## config.mk

```make
export PLATFORM = sky130hd
export DESIGN_NAME = core_lsu_sequencer
export DESIGN_NICKNAME = d
export VERILOG_FILES = /design/src/rtl/core_lsu_sequencer.sv
export SDC_FILE = /design/constraint.sdc
export NUM_CORES = 1
export LEC_CHECK = 0
export CAP_MARGIN = 20
export CORE_MARGIN = 2
export CORE_UTILIZATION = 39
export CTS_CLUSTER_SIZE = 28
export DETAILED_ROUTE_END_ITERATION = 8
export PLACE_DENSITY = 0.9
export SLEW_MARGIN = 20
export SYNTH_ARGS = -nofsm -noshare
export SYNTH_HDL_FRONTEND = slang
export SYNTH_SLANG_ARGS = --single-unit
export TNS_END_PERCENT = 100
```

## constraint.sdc

```tcl
create_clock -name clk_i -period 1.7 [get_ports clk_i]
set_input_delay 0.51 -clock clk_i [delete_from_list [all_inputs] [get_ports clk_i]]
set_output_delay 0.51 -clock clk_i [all_outputs]
set_load 0.05 [all_outputs]
```

## src/rtl/core_lsu_sequencer.sv

```systemverilog
//------------------------------------------------------------------------------
// Module   : core_lsu_sequencer
// Purpose  : Load/store execution stage. Accepts one LSU request from the
//            decoder, runs a single TOY memory access (load, store, load
//            indirect, store indirect) over a req/gnt/rvalid data-memory
//            handshake, writes load results into the register file and
//            pulses done_o on completion.
// Ports    : clk_i/rst_ni          clock, async active-low reset
//            req_i..wdata_i        request and operands from decoder
//            ready_o               idle, request will be accepted
//            mem_*                 data-memory handshake
//            arf_*                 register-file write port
//            done_o                one-cycle completion pulse
//            stdin_*/stdout_*      stdio ports (TOY_LSU_STDIO_EN only)
// Options  : TOY_LSU_STDIO_EN - accesses to IO_ADDR go to stdio ports
//            instead of memory.
// Revision : 1.0 - initial release
//------------------------------------------------------------------------------
`default_nettype none

module core_lsu_sequencer #(
    parameter int ADDR_W = 8,
    parameter int DATA_W = 16,
    parameter logic [ADDR_W-1:0] IO_ADDR = 8'hFF
) (
    input  logic              clk_i,
    input  logic              rst_ni,
    input  logic              req_i,
    input  logic              wen_i,
    input  logic              kind_i,
    input  logic [ADDR_W-1:0] addr_i,
    input  logic [DATA_W-1:0] rt_val_i,
    input  logic [3:0]        rd_i,
    input  logic [DATA_W-1:0] wdata_i,
    output logic              ready_o,
    output logic              mem_req_o,
    output logic              mem_wen_o,
    output logic [ADDR_W-1:0] mem_addr_o,
    output logic [DATA_W-1:0] mem_wdata_o,
    input  logic              mem_gnt_i,
    input  logic              mem_rvalid_i,
    input  logic [DATA_W-1:0] mem_rdata_i,
    output logic              arf_wen_o,
    output logic [3:0]        arf_waddr_o,
    output logic [DATA_W-1:0] arf_wdata_o,
`ifdef TOY_LSU_STDIO_EN
    input  logic              stdin_valid_i,
    input  logic [DATA_W-1:0] stdin_data_i,
    output logic              stdin_ready_o,
    output logic              stdout_valid_o,
    output logic [DATA_W-1:0] stdout_data_o,
    input  logic              stdout_ready_i,
`endif
    output logic              done_o
);

    typedef enum logic [2:0] {
        S_IDLE   = 3'd0,
        S_REQ    = 3'd1,
        S_WAIT   = 3'd2,
        S_WB     = 3'd3
`ifdef TOY_LSU_STDIO_EN
        ,
        S_STDIN  = 3'd4,
        S_STDOUT = 3'd5
`endif
    } state_t;

    state_t              r_state;
    state_t              w_next;
    logic                r_wen;
    logic [ADDR_W-1:0]   r_addr;
    logic [3:0]          r_rd;
    logic [DATA_W-1:0]   r_wdata;
    logic [DATA_W-1:0]   r_rdata;
    logic                r_done;

    logic [ADDR_W-1:0]   w_req_addr;
    logic                w_done_nxt;
    logic                w_capture;
    logic [DATA_W-1:0]   w_capture_data;

    // Indirect addressing uses only the low ADDR_W bits of R[t].
    assign w_req_addr = kind_i ? addr_i : rt_val_i[ADDR_W-1:0];

    logic w_unused_rt;
    assign w_unused_rt = &{1'b0, rt_val_i[DATA_W-1:ADDR_W]};

`ifndef TOY_LSU_STDIO_EN
    logic w_unused_io;
    assign w_unused_io = (r_addr == IO_ADDR);
`endif

    //--------------------------------------------------------------------------
    // Next-state and completion logic
    //--------------------------------------------------------------------------
    always_comb begin
        w_next         = r_state;
        w_done_nxt     = 1'b0;
        w_capture      = 1'b0;
        w_capture_data = mem_rdata_i;
        case (r_state)
            S_IDLE: begin
                if (req_i) begin
`ifdef TOY_LSU_STDIO_EN
                    if (w_req_addr == IO_ADDR) begin
                        w_next = wen_i ? S_STDOUT : S_STDIN;
                    end else begin
                        w_next = S_REQ;
                    end
`else
                    w_next = S_REQ;
`endif
                end
            end
            S_REQ: begin
                if (mem_gnt_i) begin
                    // Stores complete on grant; loads still need read data.
                    w_next     = r_wen ? S_IDLE : S_WAIT;
                    w_done_nxt = r_wen;
                end
            end
            S_WAIT: begin
                if (mem_rvalid_i) begin
                    w_next     = S_WB;
                    w_capture  = 1'b1;
                    w_done_nxt = 1'b1;
                end
            end
            S_WB: begin
                w_next = S_IDLE;
            end
`ifdef TOY_LSU_STDIO_EN
            S_STDIN: begin
                w_capture_data = stdin_data_i;
                if (stdin_valid_i) begin
                    w_next     = S_WB;
                    w_capture  = 1'b1;
                    w_done_nxt = 1'b1;
                end
            end
            S_STDOUT: begin
                if (stdout_ready_i) begin
                    w_next     = S_IDLE;
                    w_done_nxt = 1'b1;
                end
            end
`endif
            default: begin
                w_next = S_IDLE;
            end
        endcase
    end

    //--------------------------------------------------------------------------
    // State and operand registers
    //--------------------------------------------------------------------------
    always_ff @(posedge clk_i or negedge rst_ni) begin
        if (!rst_ni) begin
            r_state <= S_IDLE;
            r_wen   <= 1'b0;
            r_addr  <= '0;
            r_rd    <= '0;
            r_wdata <= '0;
            r_rdata <= '0;
            r_done  <= 1'b0;
        end else begin
            r_state <= w_next;
            // done_o is registered so that it lands in the cycle after the
            // finishing handshake: IDLE for stores, WB for loads.
            r_done  <= w_done_nxt;
            if (r_state == S_IDLE && req_i) begin
                r_wen   <= wen_i;
                r_addr  <= w_req_addr;
                r_rd    <= rd_i;
                r_wdata <= wdata_i;
            end
            if (w_capture) begin
                r_rdata <= w_capture_data;
            end
        end
    end

    //--------------------------------------------------------------------------
    // Outputs
    //--------------------------------------------------------------------------
    assign ready_o     = (r_state == S_IDLE);
    assign mem_req_o   = (r_state == S_REQ);
    assign mem_wen_o   = (r_state == S_REQ) && r_wen;
    assign mem_addr_o  = r_addr;
    assign mem_wdata_o = r_wdata;
    assign arf_wen_o   = (r_state == S_WB) && (r_rd != 4'd0);
    assign arf_waddr_o = (r_state == S_WB) ? r_rd : 4'd0;
    assign arf_wdata_o = (r_state == S_WB) ? r_rdata : '0;
    assign done_o      = r_done;

`ifdef TOY_LSU_STDIO_EN
    assign stdin_ready_o  = (r_state == S_STDIN);
    assign stdout_valid_o = (r_state == S_STDOUT);
    assign stdout_data_o  = (r_state == S_STDOUT) ? r_wdata : '0;
`endif

endmodule

`default_nettype wire

```

==> metrics.md <==
| Metric | Value |
|---|---|
| Clk network pwr share | 0.088 |
| Dpl cells | between 300 and 400 |
| Reg2Reg Setup Slack | 0.03 ns |
| Violated checks | negative setup slack |
| Max Cap Viol | 0 |
| Flop pwr share | 0.268 |
| Largest net degree at the start of global routing | 23 |
| Register Area | 1200 sq um |
| P_int | 4.85 mW |
| Post-layout minimum cycle time | 1.89 ns |
| H-tree level count | 2 |
| Layout area overhead | 90.8% |
| Die area | 6190 sq um |
| Gr usage total | 0.188 |
| Synth top area cells | dfrtp_1, mux2_2, mux2_4, and2_1, mux2i_1 |
| Layout cell share with drive strength beyond 1 | 0.500 |
| Most common cell after layout, fill and taps aside | clkdlybuf4s50_1 |
| Post-synthesis cell type count | 23 |
| Synth warn | 0 |
| Vias/cell | 4.72 |
| Crit path capture type | output port |
| Clock sink count | 48 |
| First-pass GRT wire length | 8.93 mm |
| Max-slew violation count | 0 |
| Inserted Clock Buffers | 5 |
| Critical path arrival | 1.38 ns |
| Antenna violations before repair | 0 |
| Sw Ratio | 0.407 |
| Clk pin slew, worst setup/hold paths | around 0.08 ns |
| Register area share after synthesis | 0.553 |
| Syn Nets | 230 |
| Total grt overflow | 0 |
| Setup TNS | -4.08 ns |
| Gate power share | 0.644 |
| Nets | 355 |
| Synth Register Bits | 48 |
| Maximum root-to-sink buffer count | 2 |
| Initial Util | 0.400 |
| Boundary Pins | 116 |
| Ant. Diodes | 0 |
| Cell area power density | 1970 nW/um^2 |
| Setup crit end | arf_wen_o |
| CTS Root Cell | clkbuf_8 |
| CP Launch Type | register |
| Die H | slightly below 80 microns |
| Final Cell Area | 4150 sq um |
| Hold-fix buffers, CTS | 0 |
| Mean Syn Cell Area | 13.7 sq um |
| Post-Route Utilization | 0.762 |
| Final setup vio count | 24 |
| Vias in the first global route | 1,812 |
| Status | finished, violations left |
| CP Max Fanout | 3 |
| Multi-input combinational cell area | just under 1000 sq um |
| Most frequent cells in the layout | clkdlybuf4s50_1, buf_12, dfrtp_1 |
| Worst-Margin Slew | 0.395 ns |
| CP startpoint | r_rd[2] |
| # rows | 27 |
| Residual DRC | 0 |
| F_max | between 0.5 and 0.6 GHz |
| Leak pwr | 1.87 nW |
| Routability cong. | about 0.73 |
| Period Utilization, post-route | 1.11 |
| RSZ-0062 raised after global routing | true |
| Port bufs | 107 |
| Skew-Pair Late Insertion Delay | 0.29 ns |
| TritonCTS clock tree | yes |
| P_sw | 3.32 mW |
| Average wire per standard cell | ~16 microns |
| Placed inst area | 3930 sq um |
| Worst slew margin | 0.737 |
| Setup Skew | 0.00700 ns |
| Total core area | ~5400 sq um |
| PnR worst setup slack | -0.192 ns |
| DR vias | roughly 1,700 |
| Type of the worst setup path | reg2out |
| Antenna Violating Nets Remaining | 0 |
| Min-delay worst type | in2async |
| Routed wire length | 5.66 mm |
| Critical Path RT | 1.19 ns |
| Non-filler cells, final | 356 |
| Worst R2R Start | r_state[0] |
| Crit Reg-Reg Endpoint | r_state[0] |
| Area leader, netlist | dfrtp_1 |
| Post-DP HPWL | 4.46 mm |
| Worst Reg-to-Reg Cells | 7 |
| Cells after Synth | 159 |
| Drt first pass iters | 4 |
| Iteration-0 DRC Markers | 76 |
| Share of Yosys cell area claimed by the top area cell type | 0.553 |
| Fill cells | 324 |
| Die Width | between 70 and 80 microns |
| Synthesized cell area | 2170 sq um |
| VDD IR-drop max | roughly 1.4 mV |
| Final hold violation count | 0 |
-- final cells by class --
type / count / share of cell area
Timing Repair Buffer: 125 / 0.423
Multi-Input combinational cell: 102 / 0.239
Inverter: 2 / 0.00302
Clock buffer: 7 / 0.0232
Sequential cell: 48 / 0.290
Tap cell: 72 / 0.0217
-- per-stage QoR --
| stage | worst slack [ns] | power [mW] | hold WS [ns] |
|---|---|---|---|
| floorplan | -0.0148 | 4.67 | 0.214 |
| global placement | -0.0986 | 7.09 | 0.447 |
| detailed placement | -0.155 | 7.27 | 0.452 |
| CTS | -0.212 | 8.18 | 0.132 |
| global route | -0.242 | 8.53 | 0.146 |
| finish | -0.192 | 8.17 | 0.127 |
-- critical path, cell delays in order (launching register included) --
cell	delay, ns
dfrtp_1	0.41
o41a_2	0.52
buf_12	0.16
-- registers in the layout, indices dropped and copies added (netlist names) --
register	count
r_rdata	16
done_o	1
r_rd	4
mem_addr_o	8
r_state	2
mem_wdata_o	16
r_wen	1
-- logic make-up after synthesis --
family,share of synthesized area
flip-flops,0.553
multiplexers,0.257
AND/OR/NAND/NOR,0.105
AO/OA/AOI/OAI,0.0351
buffers and inverters,0.0265
adder cells (fa/ha/maj),0.0230
-- cell usage after synthesis --
| cell | n |
|---|---|
| a21boi_0 | 1 |
| mux2i_1 | 9 |
| clkbuf_1 | 2 |
| mux2_4 | 14 |
| nand2_2 | 1 |
| nor3_1 | 1 |
| nand2_4 | 1 |
| dfrtp_1 | 48 |
| buf_2 | 1 |
| ha_1 | 4 |
| nor2b_1 | 3 |
| buf_6 | 3 |
| o21ai_0 | 10 |
| o41a_1 | 1 |
| and2_1 | 21 |
| nand2_1 | 9 |
| nand4bb_1 | 1 |
| nand3_1 | 1 |
| o21bai_1 | 1 |
| mux2_2 | 23 |
| buf_1 | 1 |
| or3_1 | 1 |
| inv_1 | 2 |
-- power groups by stage --
| stage | clock network (mW) | registers [mW] | logic (mW) |
|---|---|---|---|
| after CTS | 0.741 | 2.20 | 5.25 |
| after global routing | 0.776 | 2.27 | 5.49 |
| final | 0.717 | 2.19 | 5.26 |
| after detailed placement | 0 | 2.21 | 5.07 |
| after global placement | 0 | 2.15 | 4.94 |
| after floorplan | 0 | 3.00 | 1.67 |
-- worst min-delay path by stage --
| stage | startpoint | endpoint | slack, ns | cells after the start |
|---|---|---|---|---|
| 2_1_floorplan | rst_ni | done_o | 0.21 | 0 |
| 3_3_place_gp | rst_ni | mem_addr_o[6] | 0.45 | 1 |
| 3_5_place_dp | rst_ni | mem_addr_o[2] | 0.45 | 1 |
| 4_1_cts | rst_ni | mem_addr_o[2] | 0.13 | 1 |
| 5_1_grt | rst_ni | mem_wdata_o[8] | 0.15 | 1 |
| 6_report | rst_ni | mem_addr_o[2] | 0.13 | 1 |
-- routing by layer --
layer  part of all wire  track usage  up-vias  wire [microns]
li1                   -            -      791               -
met5                  0            0        -               0
met1               0.36        0.213      800            2020
met4              0.019       0.0649        0             105
met2               0.53        0.325       82            3000
met3              0.094       0.0724        9             529
-- timing repair --
action	in CTS	in global routing
cloned	0	1
pin swaps	1	2
gates resized for setup	11	3
endpoints found under the setup margin	24	36
buffers inserted	4	1
hold endpoints to repair	0	0
Power figures use the tool's default switching activity.
